<file path="src/rtl/serial_adder_pkg.sv">
// rtl/serial_adder_pkg.sv - shared state encoding and sizing helper for the digit-serial adder
package serial_adder_pkg;

  typedef enum logic [1:0] {
    ST_IDLE = 2'd0,
    ST_RUN  = 2'd1,
    ST_DONE = 2'd2
  } state_t;

  // Counter width that can hold 0..n-1, never narrower than one bit.
  function automatic int clog2_min1(input int n);
    int r;
    r = 1;
    while ((1 << r) < n) r++;
    return r;
  endfunction

endpackage

</file>
<file path="src/rtl/serial_adder_add_slice.sv">
// rtl/serial_adder_add_slice.sv - combinational DIGIT-bit ripple slice with carry into its MSB
module serial_adder_add_slice #(
  parameter int DIGIT = 4
) (
  input  logic [DIGIT-1:0] a,
  input  logic [DIGIT-1:0] b,
  input  logic             cin,
  output logic [DIGIT-1:0] s,
  output logic             cout,
  output logic             c_msb
);

  logic [DIGIT:0] c;

  always_comb begin
    s    = '0;
    c    = '0;
    c[0] = cin;
    for (int i = 0; i < DIGIT; i++) begin
      s[i]   = a[i] ^ b[i] ^ c[i];
      c[i+1] = (a[i] & b[i]) | (c[i] & (a[i] ^ b[i]));
    end
  end

  assign cout  = c[DIGIT];
  assign c_msb = c[DIGIT-1];

endmodule

</file>
<file path="src/rtl/serial_adder.sv">
// rtl/serial_adder.sv - digit-serial add/subtract unit with valid/ready on both sides
module serial_adder
  import serial_adder_pkg::*;
#(
  parameter int WIDTH = 16,
  parameter int DIGIT = 4
) (
  input  logic             clk,
  input  logic             rst_n,
  input  logic             in_valid,
  output logic             in_ready,
  input  logic [WIDTH-1:0] a,
  input  logic [WIDTH-1:0] b,
  input  logic             cin,
  input  logic             sub,
  output logic             out_valid,
  input  logic             out_ready,
  output logic [WIDTH-1:0] sum,
  output logic             cout,
  output logic             ovf
);

  localparam int NSTEP  = WIDTH / DIGIT;
  localparam int STEP_W = clog2_min1(NSTEP);
  localparam logic [STEP_W-1:0] LAST_STEP = STEP_W'(NSTEP - 1);

  generate
    if (WIDTH < 1 || DIGIT < 1 || (WIDTH % DIGIT) != 0) begin : g_bad_params
      $error("serial_adder: WIDTH must be >= 1 and a multiple of DIGIT");
    end
  endgenerate

  state_t            state, state_nxt;
  logic [STEP_W-1:0] step;
  logic [WIDTH-1:0]  a_r, b_r, acc_r, acc_nxt;
  logic              carry_r;
  logic [DIGIT-1:0]  dig_s;
  logic              sl_cout, sl_cmsb;
  logic              last_step;

  // Operands shift right each step so the slice always sees the low digit.
  serial_adder_add_slice #(.DIGIT(DIGIT)) u_slice (
    .a     (a_r[DIGIT-1:0]),
    .b     (b_r[DIGIT-1:0]),
    .cin   (carry_r),
    .s     (dig_s),
    .cout  (sl_cout),
    .c_msb (sl_cmsb)
  );

  assign last_step = (step == LAST_STEP);
  assign acc_nxt   = (acc_r >> DIGIT) | (WIDTH'(dig_s) << (WIDTH - DIGIT));

  always_ff @(posedge clk or negedge rst_n) begin
    if (!rst_n) state <= ST_IDLE;
    else        state <= state_nxt;
  end

  always_comb begin
    state_nxt = state;
    case (state)
      ST_IDLE: if (in_valid)  state_nxt = ST_RUN;
      ST_RUN:  if (last_step) state_nxt = ST_DONE;
      ST_DONE: if (out_ready) state_nxt = ST_IDLE;
      default:                state_nxt = ST_IDLE;
    endcase
  end

  always_comb begin
    in_ready  = (state == ST_IDLE);
    out_valid = (state == ST_DONE);
  end

  // The working accumulator is separate from sum so the last result stays visible until the next op completes.
  always_ff @(posedge clk or negedge rst_n) begin
    if (!rst_n) begin
      a_r     <= '0;
      b_r     <= '0;
      acc_r   <= '0;
      carry_r <= 1'b0;
      step    <= '0;
      sum     <= '0;
      cout    <= 1'b0;
      ovf     <= 1'b0;
    end else begin
      case (state)
        ST_IDLE: begin
          if (in_valid) begin
            a_r     <= a;
            b_r     <= sub ? ~b : b;
            carry_r <= sub ? 1'b1 : cin;
            step    <= '0;
          end
        end
        ST_RUN: begin
          a_r     <= a_r >> DIGIT;
          b_r     <= b_r >> DIGIT;
          acc_r   <= acc_nxt;
          carry_r <= sl_cout;
          step    <= step + STEP_W'(1);
          if (last_step) begin
            sum  <= acc_nxt;
            cout <= sl_cout;
            ovf  <= sl_cout ^ sl_cmsb;
          end
        end
        default: ;
      endcase
    end
  end

endmodule

</file>
<file path="config.mk">
export PLATFORM = sky130hd
export DESIGN_NAME = serial_adder
export DESIGN_NICKNAME = d
export VERILOG_FILES = /design/src/rtl/serial_adder_pkg.sv /design/src/rtl/serial_adder_add_slice.sv /design/src/rtl/serial_adder.sv
export SDC_FILE = /design/constraint.sdc
export NUM_CORES = 1
export LEC_CHECK = 0
export ABC_AREA = 1
export CAP_MARGIN = 20
export CELL_PAD_IN_SITES_DETAIL_PLACEMENT = 1
export CELL_PAD_IN_SITES_GLOBAL_PLACEMENT = 1
export CORE_MARGIN = 5
export CORE_UTILIZATION = 41
export DETAILED_ROUTE_END_ITERATION = 7
export HOLD_SLACK_MARGIN = 0.02
export PLACE_DENSITY = 0.92
export SLEW_MARGIN = 20
export SYNTH_ARGS = -nofsm -noshare
export SYNTH_HDL_FRONTEND = slang
export SYNTH_HIERARCHICAL = 1
export SYNTH_SLANG_ARGS = --single-unit
</file>
<file path="constraint.sdc">
create_clock -name clk -period 5.7 [get_ports clk]
set_clock_uncertainty 0.15 [all_clocks]
set_input_delay 1.14 -clock clk [delete_from_list [all_inputs] [get_ports clk]]
set_output_delay 1.14 -clock clk [all_outputs]
set_load 0.005 [all_outputs]
</file>
==> results of run 1 <==
-- final timing paths --
| check | startpoint | to | slack (ps) | cells past startpoint |
|---|---|---|---|---|
| worst max-delay path | state[0] | in_ready | 2270 | 2 |
| worst min-delay path | acc_r[14] | acc_r[14] | 330 | 2 |
| worst max register to register | a_r[0] | acc_r[15] | 3230 | 8 |
| worst min register to register | acc_r[14] | acc_r[14] | 330 | 2 |
| max in group asynchronous | rst_n | b_r[0] | 4010 | 2 |
| min in group asynchronous | rst_n | sum[6] | 840 | 2 |
-- kinds of logic after synthesis --
family | count (synthesis) | synth area share [%]
and+or+nand+nor | 216 | 29.1
DFF | 67 | 53.9
buffers and inverters | 59 | 8.17
AOI/OAI and AO/OA | 27 | 4.43
xor gates and xnor gates | 5 | 1.41
adders and majority gates | 5 | 2.98
-- worst register-to-register path, stage by stage (launching register included) --
cell     delay, ps
dfrtp_1        400
fa_1           190
inv_1           50
fa_1           390
fa_1           380
inv_1          110
fa_1           420
inv_1           90
o21ai_0        120
-- cell usage in the layout, fill, tap and decap left out --
cell,n
inv_1,36
o21ai_0,14
nor2_2,1
dfrtp_1,67
clkdlybuf4s50_1,56
nor2_1,4
fa_1,4
nand2_2,2
ha_1,1
inv_2,1
buf_4,3
bufinv_16,1
xor2_1,5
nand3_1,73
clkbuf_8,9
clkinv_2,2
nand2_1,136
o31ai_1,1
buf_2,1
clkbuf_1,3
o21ai_1,12
-- per-stage QoR --
step	instances	hold slack (ps)	util [%]	total power, mW
after floorplan	379	292	-	1.26
after global placement	516	304	50.6	1.49
after detailed placement	516	322	50.6	1.55
after CTS	531	339	53.0	1.93
after global routing	531	346	53.0	2.07
final	531	334	53.0	1.90
-- flip-flops by register name, summed over array words and instances (netlist names) --
| name | flops |
|---|---|
| state | 2 |
| acc_r | 12 |
| ovf | 1 |
| a_r | 16 |
| cout | 1 |
| b_r | 16 |
| step | 2 |
| carry_r | 1 |
| sum | 16 |
-- power breakdown --
group / switching (mW) / internal, mW / total, mW
Clock: 0.168 / 0.199 / 0.367
Sequential: 0.119 / 0.672 / 0.791
Combinational: 0.438 / 0.301 / 0.739
-- layer usage --
metal	part of all wire [%]	GRT usage (%)	up-vias	wire [um]
met4	1.1	5.51	0	86
met2	54	31.4	55	4080
met1	41	19.4	1286	3080
met5	0	0	-	0
li1	-	-	1287	-
met3	4.0	4.52	10	305
-- synthesized netlist by cell type (all sizes together) --
cell / count
dfrtp: 67
ha: 1
nand3: 73
nand2: 138
fa: 4
nor2: 5
inv: 37
buf: 20
xor2: 5
clkbuf: 2
o21ai: 26
o31ai: 1
-- final cells by class --
cell class	count	area share, %
Sequential cell	67	43.1
Multi-Input combinational cell	253	30.5
Timing Repair Buffer	60	15.1
Inverter	37	3.57
Tap cell	99	3.19
Clock buffer	12	3.48
Clock inverter	3	1.03
==> flow_summary.json, run 1 <==
{
  "synth_cell_types": 16,
  "slew_viol_final": 0,
  "crit_required_ps": 4410,
  "numCtsBuffers": 9,
  "diodes": 0,
  "grt_remaining_overflow": 0,
  "vias": 2638,
  "drive_above_1_share_pct": 4.63,
  "drt-total-wl_mm": 7.55,
  "coreArea_mm2": 0.00733,
  "critPathLaunchType": "register",
  "rsz0062_at_grt": "no",
  "power_density_mw_per_mm2": 488,
  "syn_inst": 379,
  "vias_per_cell": 4.97,
  "synth-seq-cells": 67,
  "finalSetupViolCount": 0,
  "maxCapViolations": 0,
  "syn-cell-area_mm2": 0.00311,
  "hp-class": "register to register",
  "io_buffers": 57,
  "dieHeight_um": 97.1,
  "yosys_warnings": 6,
  "hpwl_mm": 5.33,
  "crit_buf_inv": 1,
  "worstSetupPathType": "register to output port",
  "n_fill_cell": 884,
  "first_pass_iters": 4,
  "num_rows": 31,
  "critPathCaptureType": "output port",
  "start_util_pct": 42.4,
  "area_growth_pct": 25.0,
  "run_status": "complete, no violations",
  "post-place-ws_ps": 2350,
  "nNetsFinal": 471,
  "fin_crit_sh_pct": 60.2,
  "yosysTopAreaCell": "dfrtp_1",
  "ant_nets": 0,
  "cts.sinks": 67,
  "seq_area_frac_synth_pct": 53.9,
  "synth_fp_nets": 422,
  "grt_pass1_wl_mm": 13.3,
  "crit_path_top_delay_cell": "nor2_1",
  "cp.arrival_ps": 2140,
  "dieArea_mm2": 0.00943,
  "tightest_slew_ps": 1020,
  "synth_top_cell_area_share_pct": 53.9,
  "layout_setup_ws_ps": 2270,
  "antenna_found_initial": 0,
  "final_hold_viol_count": 0,
  "slew_headroom_pct": 32.1,
  "cp_cell_sequence": "nor2_1 -> clkdlybuf4s50_1",
  "max_freq_mhz": 291,
  "grt_pass1_vias": 2816,
  "grt_use_total_pct": 17.2,
  "regArea_mm2": 0.00168,
  "cts.clk_slew.worst_paths_ps": 70,
  "gp_congestion": 0.736,
  "critPathTopFamily": "simple AND/OR/NAND/NOR gates",
  "fin_crit_ps": 3430,
  "place_area_mm2": 0.00371,
  "cts-root-buf": "clkbuf_8",
  "crit_fanout": 14,
  "power_leakage_nw": 1.95,
  "clkLatencyLatePin_ps": 340,
  "ctsResizeCount": 0,
  "holdBufCountCts": 0,
  "synth_area_leaders": "dfrtp_1, nand2_1, nand3_1",
  "cpPeakStageDelay_ps": 700,
  "htree_levels": 3,
  "clockBufferDepth": 2,
  "grt_max_degree": 68,
  "fin_area_mm2": 0.00389,
  "drc": 0,
  "drtIter0Drc": 98,
  "ios": 58,
  "syn_avg_cell_area_um2": 8.20,
  "tns_ps": 0,
  "multi_input_area_mm2": 0.00118,
  "cts_tree": "yes",
  "ir_worst_vdd_mv": 0.219,
  "wl_per_cell_um": 14.2,
  "post_cts_buffers": 0,
  "chipWidth_um": 97.1
}
Note: power is estimated with default switching activity, not from simulation.
==> run 2, diff against run 1 <==
- CORE_UTILIZATION: 41 -> 38
- PLACE_DENSITY: 0.92 -> 0.87
- clock period: 5.7 -> 3.18 ns (I/O delays scaled with it)
==> run 2 against run 1 <==
  * Count of clock-buffer cells in the layout is 2 higher
  * Cell count is 2.3% higher
  * Sequential power is 78% higher
  * Utilization is 4.5 points lower
  * Power is 79% higher
  * Critical path depth is 1 higher
  * Global-route usage is 1.5 points lower
  * Clock power is 69% higher
  * Sequential cell count stayed put
  * First-iteration DRC count stayed put
  * Highest routed layer unchanged
==> flow_summary.json, run 2 (synthesized netlist as in run 1, its figures left out) <==
{
  "grt_pass1_wl_mm": 12.8,
  "fin_area_mm2": 0.00393,
  "crit_fanout": 14,
  "path_depth": 3,
  "ir_worst_vdd_mv": 0.310,
  "grt_use_total_pct": 15.7,
  "slew_viol_final": 0,
  "tns_ps": 0,
  "grt_remaining_overflow": 0,
  "n_fill_cell": 988,
  "ctsResizeCount": 0,
  "run_status": "complete, no violations",
  "place_area_mm2": 0.00376,
  "num_rows": 33,
  "r2r_cells": 8,
  "grt_pass1_vias": 2744,
  "critPathTopFamily": "buffers and inverters",
  "chipWidth_um": 100,
  "worstSetupPathType": "register to output port",
  "regArea_mm2": 0.00168,
  "multi_input_area_mm2": 0.00118,
  "drtIter0Drc": 98,
  "fin_util_pct": 48.5,
  "top_regs": "a_r (16), b_r (16), sum (16)",
  "slew_headroom_pct": 32.3,
  "drive_above_1_share_pct": 5.94,
  "gp_congestion": 0.754,
  "wl_per_cell_um": 13.7,
  "rsz0062_at_grt": "no",
  "power_density_mw_per_mm2": 863,
  "hp-class": "register to register",
  "tightest_slew_ps": 1010,
  "io_buffers": 57,
  "cp_cell_sequence": "nor2_1 -> buf_4 -> clkdlybuf4s50_1",
  "post_cts_buffers": 0,
  "coreArea_mm2": 0.00809,
  "critPathCaptureType": "output port",
  "maxCapViolations": 0,
  "cts_tree": "yes",
  "drc": 0,
  "ios": 58,
  "cts.clk_slew.worst_paths_ps": 60,
  "vias": 2611,
  "clkLatencyLatePin_ps": 330,
  "crit_buf_inv": 2,
  "final_hold_viol_count": 0,
  "holdBufCountCts": 0,
  "grt_max_degree": 68,
  "cp.arrival_ps": 1670,
  "dieHeight_um": 100,
  "mostFrequentLayoutCell": "nand2_1",
  "nNetsFinal": 476,
  "start_util_pct": 38.4,
  "numCtsBuffers": 9,
  "ant_nets": 0,
  "critPathLaunchType": "register",
  "power_leakage_nw": 1.97,
  "dieArea_mm2": 0.0101,
  "htree_levels": 3,
  "cpPeakStageDelay_ps": 520,
  "cts.sinks": 67,
  "layout_common_cells": "nand2_1, nand3_1, dfrtp_1, clkdlybuf4s50_1, inv_1",
  "drt-total-wl_mm": 7.45,
  "fin_crit_sh_pct": 77.1,
  "max_freq_mhz": 408,
  "cts-root-buf": "clkbuf_8",
  "hold_depth": 2,
  "antenna_found_initial": 0,
  "crit_required_ps": 2390,
  "clockBufferDepth": 2,
  "area_growth_pct": 26.4,
  "finalSetupViolCount": 0,
  "fin_crit_ps": 2450,
  "diodes": 0,
  "first_pass_iters": 4,
  "crit_path_top_delay_cell": "clkdlybuf4s50_1",
  "vias_per_cell": 4.81,
  "power.total_mw": 3.39,
  "hpwl_mm": 5.18
}
run 2: layout make-up:
| type | instances | share of cell area [%] |
|---|---|---|
| clock buffer | 14 | 4.14 |
| inverter | 37 | 3.54 |
| clock inverter | 2 | 0.255 |
| timing repair buffer | 65 | 15.9 |
| sequential | 67 | 42.7 |
| tap | 105 | 3.34 |
| multi-input combinational | 253 | 30.1 |
run 2: tightest hold or removal path: cells and delay by family (launching register included):
kind	cells	cell delay, ps
DFF	1	350
and+or+nand+nor	2	110
run 2: worst paths after layout:
| kind | start | to | slack (ps) |
|---|---|---|---|
| worst max-delay path | state[0] | in_ready | 730 |
| worst min-delay path | acc_r[5] | sum[1] | 330 |
| worst max register to register | a_r[0] | sum[15] | 790 |
| worst min register to register | acc_r[5] | sum[1] | 330 |
| max in group asynchronous | rst_n | b_r[7] | 2000 |
| min in group asynchronous | rst_n | acc_r[6] | 350 |
run 2: metal layers:
metal  up-vias  GRT usage (%)  part of all wire (%)  wire [um]
met4         0           3.11                  0.52         39
met1      1257           19.6                    44       3250
met3         7           3.67                   4.0        296
met5         -              0                     0          0
met2        47           28.0                    52       3860
li1       1300              -                     -          -
run 2: where the power goes:
group / switching, mW / internal [mW] / total (mW)
logic: 0.792 / 0.565 / 1.36
registers: 0.210 / 1.20 / 1.41
clock network: 0.297 / 0.324 / 0.621
run 2: metrics by stage:
step                      setup slack [ps]  instances  hold slack (ps)
after floorplan                        990        379              190
after global placement                 927        527              307
after detailed placement               829        527              321
after CTS                              706        543              340
after global routing                   659        543              371
final                                  728        543              333
